--- src/rtl/wta_layer_scheduler.sv ---
// Winner-take-all scheduler: time-multiplexes one threshold neuron
// over NUM_NEURONS rows, reports the lowest-index winner, then inhibits.
module wta_layer_scheduler #(
    parameter int unsigned NUM_SPIKES     = 8,
    parameter int unsigned NUM_NEURONS    = 16,
    parameter int unsigned AW             = $clog2(NUM_NEURONS),
    parameter int unsigned INHIBIT_CYCLES = 4,
    parameter int unsigned CNT_W          = 16
) (
    input  logic                  clk,
    input  logic                  rst_n,
    input  logic                  in_valid,
    output logic                  in_ready,
    input  logic [NUM_SPIKES-1:0] in_spikes,
    output logic [NUM_SPIKES-1:0] nrn_spikes,
    output logic                  w_en,
    output logic [AW-1:0]         w_addr,
    input  logic                  nrn_fire,
    output logic                  out_valid,
    input  logic                  out_ready,
    output logic                  out_fired,
    output logic [AW-1:0]         out_winner,
    output logic                  busy,
    output logic [CNT_W-1:0]      fire_count
);

    localparam int unsigned IW = (INHIBIT_CYCLES > 1) ? $clog2(INHIBIT_CYCLES) : 1;
    localparam logic [AW-1:0] LAST = AW'(NUM_NEURONS - 1);

    typedef enum logic [1:0] {IDLE, SCAN, REPORT, INHIBIT} state_t;

    state_t                  state_q;
    logic [NUM_SPIKES-1:0]   spk_q;
    logic                    in_ready_q;
    logic                    busy_q;
    logic                    w_en_q;
    logic [AW-1:0]           w_addr_q;
    logic                    pend_q;
    logic [AW-1:0]           samp_q;
    logic                    out_valid_q;
    logic                    out_fired_q;
    logic [AW-1:0]           out_winner_q;
    logic [IW-1:0]           cnt_q;
    logic [CNT_W-1:0]        fire_count_q;

    assign in_ready   = in_ready_q;
    assign nrn_spikes = spk_q;
    assign w_en       = w_en_q;
    assign w_addr     = w_addr_q;
    assign out_valid  = out_valid_q;
    assign out_fired  = out_fired_q;
    assign out_winner = out_winner_q;
    assign busy       = busy_q;
    assign fire_count = fire_count_q;

    // Control FSM; w_addr_q is the address being read this cycle, samp_q the
    // address whose fire bit arrives this cycle (one-cycle memory latency).
    always_ff @(posedge clk) begin
        if (!rst_n) begin
            state_q      <= IDLE;
            spk_q        <= '0;
            in_ready_q   <= 1'b1;
            busy_q       <= 1'b0;
            w_en_q       <= 1'b0;
            w_addr_q     <= '0;
            pend_q       <= 1'b0;
            samp_q       <= '0;
            out_valid_q  <= 1'b0;
            out_fired_q  <= 1'b0;
            out_winner_q <= '0;
            cnt_q        <= '0;
            fire_count_q <= '0;
        end else begin
            unique case (state_q)
                IDLE: begin
                    if (in_valid) begin
                        spk_q      <= in_spikes;
                        in_ready_q <= 1'b0;
                        busy_q     <= 1'b1;
                        w_en_q     <= 1'b1;
                        w_addr_q   <= '0;
                        pend_q     <= 1'b0;
                        state_q    <= SCAN;
                    end
                end
                SCAN: begin
                    pend_q <= w_en_q;
                    samp_q <= w_addr_q;
                    if (w_en_q && (w_addr_q != LAST)) begin
                        w_addr_q <= w_addr_q + 1'b1;
                    end else begin
                        w_en_q   <= 1'b0;
                        w_addr_q <= '0;
                    end
                    if (pend_q && nrn_fire) begin
                        w_en_q       <= 1'b0;
                        w_addr_q     <= '0;
                        pend_q       <= 1'b0;
                        out_valid_q  <= 1'b1;
                        out_fired_q  <= 1'b1;
                        out_winner_q <= samp_q;
                        state_q      <= REPORT;
                    end else if (pend_q && (samp_q == LAST)) begin
                        pend_q       <= 1'b0;
                        out_valid_q  <= 1'b1;
                        out_fired_q  <= 1'b0;
                        out_winner_q <= '0;
                        state_q      <= REPORT;
                    end
                end
                REPORT: begin
                    if (out_ready) begin
                        out_valid_q  <= 1'b0;
                        out_fired_q  <= 1'b0;
                        out_winner_q <= '0;
                        if (out_fired_q && (fire_count_q != '1)) begin
                            fire_count_q <= fire_count_q + 1'b1;
                        end
                        if (out_fired_q && (INHIBIT_CYCLES > 0)) begin
                            cnt_q   <= IW'(INHIBIT_CYCLES - 1);
                            state_q <= INHIBIT;
                        end else begin
                            in_ready_q <= 1'b1;
                            busy_q     <= 1'b0;
                            state_q    <= IDLE;
                        end
                    end
                end
                INHIBIT: begin
                    if (cnt_q == '0) begin
                        in_ready_q <= 1'b1;
                        busy_q     <= 1'b0;
                        state_q    <= IDLE;
                    end else begin
                        cnt_q <= cnt_q - 1'b1;
                    end
                end
                default: state_q <= IDLE;
            endcase
        end
    end

endmodule

--- config.mk ---
export PLATFORM = sky130hd
export DESIGN_NAME = wta_layer_scheduler
export DESIGN_NICKNAME = d
export VERILOG_FILES = /design/src/rtl/wta_layer_scheduler.sv
export SDC_FILE = /design/constraint.sdc
export NUM_CORES = 1
export LEC_CHECK = 0
export CAP_MARGIN = 10
export CORE_MARGIN = 2
export CORE_UTILIZATION = 55
export CTS_BUF_LIST = sky130_fd_sc_hd__clkbuf_8
export DETAILED_ROUTE_END_ITERATION = 6
export GPL_TIMING_DRIVEN = 0
export PLACE_DENSITY = 0.87
export RECOVER_POWER = 25
export SLEW_MARGIN = 10
export SYNTH_ARGS = -nofsm -noshare
export SYNTH_HDL_FRONTEND = slang
export SYNTH_SLANG_ARGS = --single-unit
--- constraint.sdc ---
create_clock -name clk -period 3.6 [get_ports clk]
set_input_delay 1.08 -clock clk [delete_from_list [all_inputs] [get_ports clk]]
set_output_delay 1.08 -clock clk [all_outputs]
set_load 0.05 [all_outputs]
# [Word-level counts from Yosys, hierarchy flattened]
# Index checks and enable logic that the tools add are counted.
# W data, S select, Z words.
[totals] inputBits=13 word_cells=90 reg_bits=46
[classes] n_reduce_logical=18 n_addsub=3 mux=42 n_eq_ne=14
[ops] cell="$mux W4" count=6
[ops] cell="$mux W2" count=9
[ops] cell="$mux W1" count=17
[ops] cell="$add A16 B1 Y16 const B" count=1
[ops] cell="$ne A16 B16 Y1 const B" count=1
[ops] cell="$pmux W4 S2" count=2
[ops] cell="$ne A2 B2 Y1 const B" count=6
[ops] cell="$reduce_and A3 Y1" count=3
[ops] cell="$pmux W1 S2" count=4
[ops] cell="$pmux W2 S4" count=1
[ops] cell="$reduce_and A4 Y1" count=2
[ops] cell="$ne A3 B3 Y1 const B" count=2
[ops] cell="$pmux W1 S3" count=2
[ops] cell="$reduce_bool A2 Y1" count=3
[ops] cell="$reduce_and A5 Y1" count=1
[ops] cell="$add A4 B1 Y4 const B" count=1
[ops] cell="$eq A2 B2 Y1 const B" count=2
[ops] cell="$eq A4 B4 Y1 const B" count=1
[ops] cell="$logic_and A1 B1 Y1" count=4
[ops] cell="$logic_not A2 Y1" count=2
[ops] cell="$ne A4 B4 Y1 const B" count=1
[ops] cell="$pmux W2 S2" count=1
[ops] cell="$reduce_and A2 Y1" count=2
[ops] cell="$reduce_bool A3 Y1" count=1
[ops] cell="2 further kinds" count=2

# [Logic depth before layout (Yosys ltp)]
[depth] depth_word=5 depth_mapped=6 depth_no_buf=5

# [Worst setup path before layout]
# No wires, ideal clock.
[synth_path] path_kind="input-to-reg" start="input port out_ready" end="register fire_count_q[12], in the netlist fire_count[12]" setup_slack_ns=1.386 required_time_ns=3.530 t_arrival_ns=2.144 setup_ns=0.070 path_stages=5 path_buffers=1 path_cell_list="nand4b_1 > or2_1 > buf_6 > or4_1 > a21boi_1"
[synth_via] elab_chain_len=1
[synth_lines] item="start: declaration" line_no="20" source="input logic out_ready,"
[synth_lines] item="$reduce_and A3 Y1 (no line)"
[synth_lines] item="end signal: assignment" line_no="117" source="fire_count_q <= fire_count_q + 1'b1;"
[synth_lines] item="end: declaration" line_no="44" source="logic [CNT_W-1:0] fire_count_q;"
# Every way passes these cells.
# A chain may end at the register's enable or synchronous reset.

# [Worst setup path after layout]
# Ends and elaborated chain as after synthesis.

==> flow_summary.ini <==
[clock_tree]
clockBufferDepth = 2
post_cts_buffers = 0
root_buffer = clkbuf_8
clock_sinks = 46
cts_resized = 0
cts_made_buffers = 5
worstSkewPairLatency_ns = 0.30
cts_tree = done
postCtsHoldBufs = 0
path_clk_slew_ns = 0.08
h-tree-depth = 2

[timing]
fmax_mhz = 371
setup_viol = 0
drv_slew = 0
tns_ns = 0
fin_ws_ns = 0.907
slew_headroom = 0.539
worst_pin_slew_ns = 0.685
min_period_ns = 2.69
rsz0062_at_grt = no
clock-skew-final_ns = 0.00265
hold_viol = 0
fin_crit_sh = 0.748

[final_layout]
multi_input_area_um2 = 1120
nets = 315
design_area_um2 = 2740
nFillCells = 287
seq_area_um2 = 921
area_growth_pct = 30.5
drive_gt1_frac = 0.0400
mostFrequentLayoutCells = dfxtp_1, clkdlybuf4s50_1, nand2_1
diodes = 0

[yosys]
synth_area_leaders = dfxtp_1, nand2_1, a21oi_1
ys.flop_type = dfxtp_1
ys_seq_area_frac = 0.438
synth_enable_flop_cells = 0
yosys_register_bits = 46
syn_nets = 259
syn_area_um2 = 2100
synth_cell_types = 47
synth_top_cell_area_share = 0.438
yosysTopAreaCell = dfxtp_1
async_flop_share = 0
synth_cells = 243
avgSynthCellArea_um2 = 8.65
yosys_warnings = 0

[pwr]
p_clk_frac = 0.335
swShare = 0.256
power_frac_comb = 0.116
switchingPower_w = 0.000245
p_seq_frac = 0.549
leakage_nw = 0.926
p_int_w = 0.000712
powerDensity_nw_per_um2 = 349
peakVddDrop_v = 0.000260

[drt]
route.detailed.drc = 0
drt-total-wl_mm = 4.81
vias = 2032
first_iter_violations = 128
firstDrtPassIters = 4
vias_per_cell = 5.84
ant_nets = 0
wl_per_cell_um = 13.8

[placed_design]
dp_hpwl_mm = 3.47
dp_slack_ns = 0.700
dpl_cell_area_um2 = 2650
gp_congestion = 0.861
portBuffers = 49

[setup_path]
slowest_delay_ns = 0.64
worstPathRequired_ns = 3.84
slowest_stage = dlygate4sd3_1
cp-start-kind = input pin
critPathTopFamily = simple AND/OR/NAND/NOR gates
cp_num_buf_inv = 2
cp.arrival_ns = 2.93
worst-r2r-setup-slack_ns = 1.76
worstPathCellList = dlygate4sd3_1 > nand4b_1 > or2_1 > buf_6 > or4_1 > a21boi_1
end_kind = flop
crit_fanout = 10
critPathKind = input pin to flop

[floorplan]
pin_count = 50
die_height_um = 65.8
core-area_um2 = 3660
die-area_um2 = 4330
rows = 22
dieWidth_um = 65.8
start_util = 0.574

[min_path]
min_path_type = flop to flop

[grt]
grt_pass1_wl_mm = 8.30
grtUsageTotal = 0.248
grt_pass1_vias = 1821
grt_max_degree = 14
antenna_found_initial = 0
overflow = 0

[outcome]
status = complete, no violations

[run]
drv_cap = 0
==> final cells by class <==
| cell class | instances | area share |
|---|---|---|
| multi-input cells | 182 | 0.407 |
| clock buffers | 6 | 0.0301 |
| clock inverters | 2 | 0.00319 |
| flip-flops and latches | 46 | 0.336 |
| repair buffers | 49 | 0.179 |
| plain buffers | 10 | 0.0169 |
| inverters | 5 | 0.00684 |
| well taps | 48 | 0.0219 |
==> metal layers <==
metal / share of wire / GRT usage / routed length [um]
met2: 0.45 / 0.372 / 2160
met1: 0.47 / 0.337 / 2240
met4: 0.017 / 0.104 / 80
met3: 0.070 / 0.0613 / 336
met5: 0 / 0 / 0
==> state kept, by name (all words and copies together) (netlist names) <==
register,count
pend_q,1
out_valid,1
samp_q,4
busy,1
fire_count,16
cnt_q,2
out_fired,1
in_ready,1
state_q,2
out_winner,4
w_en,1
nrn_spikes,8
w_addr,4
==> path summary, 6_finish.rpt <==
check	endpoint	from	depth (start not counted)
setup / recovery	fire_count[12]	out_ready	6
hold / removal	nrn_spikes[4]	nrn_spikes[4]	2
setup reg to reg	fire_count[12]	fire_count[0]	6
hold reg to reg	nrn_spikes[4]	nrn_spikes[4]	2
==> worst min-delay path: stages (launching register included) <==
cell     delay (ns)
dfxtp_1        0.31
nand2_1        0.05
a21oi_1        0.05
==> Yosys cell counts (3+ instances only) <==
cell	n
dfxtp_1	46
nand2_1	43
a21oi_1	15
nor2_1	10
a21boi_0	9
nand3_1	8
clkbuf_1	7
nand4_1	7
o21ai_0	7
mux2i_1	6
nand2b_1	6
a22o_1	5
and4_1	5
inv_1	5
nor2b_1	5
nor3_1	5
or3_1	5
o211ai_1	4
and2_1	3
ha_1	3
nor3b_1	3
nor4_1	3
==> power groups by stage <==
stage	logic [W]	clock network (W)	registers, W
2_1_floorplan	0.0000373	0	0.000567
3_3_place_gp	0.000109	0	0.000537
3_5_place_dp	0.000110	0	0.000537
4_1_cts	0.000112	0.000325	0.000525
5_1_grt	0.000119	0.000349	0.000527
6_report	0.000111	0.000321	0.000525
==> cells by family after synthesis <==
kind of cell / synth area share
fa+ha+maj: 0.0179
simple gates: 0.290
mux: 0.0286
compound gates: 0.194
flops: 0.438
buf+inv: 0.0310
==> metrics by stage <==
step                hold slack [ns]  std cells   util  total power, W
finish                        0.456        348  0.749        0.000957
global route                  0.472        348  0.749        0.000996
CTS                           0.457        348  0.749        0.000962
detailed placement            0.446        340  0.725        0.000647
global placement              0.441        340  0.725        0.000646
floorplan                     0.443        243      -        0.000604
No activity file was read; power rests on OpenSTA's default activity.
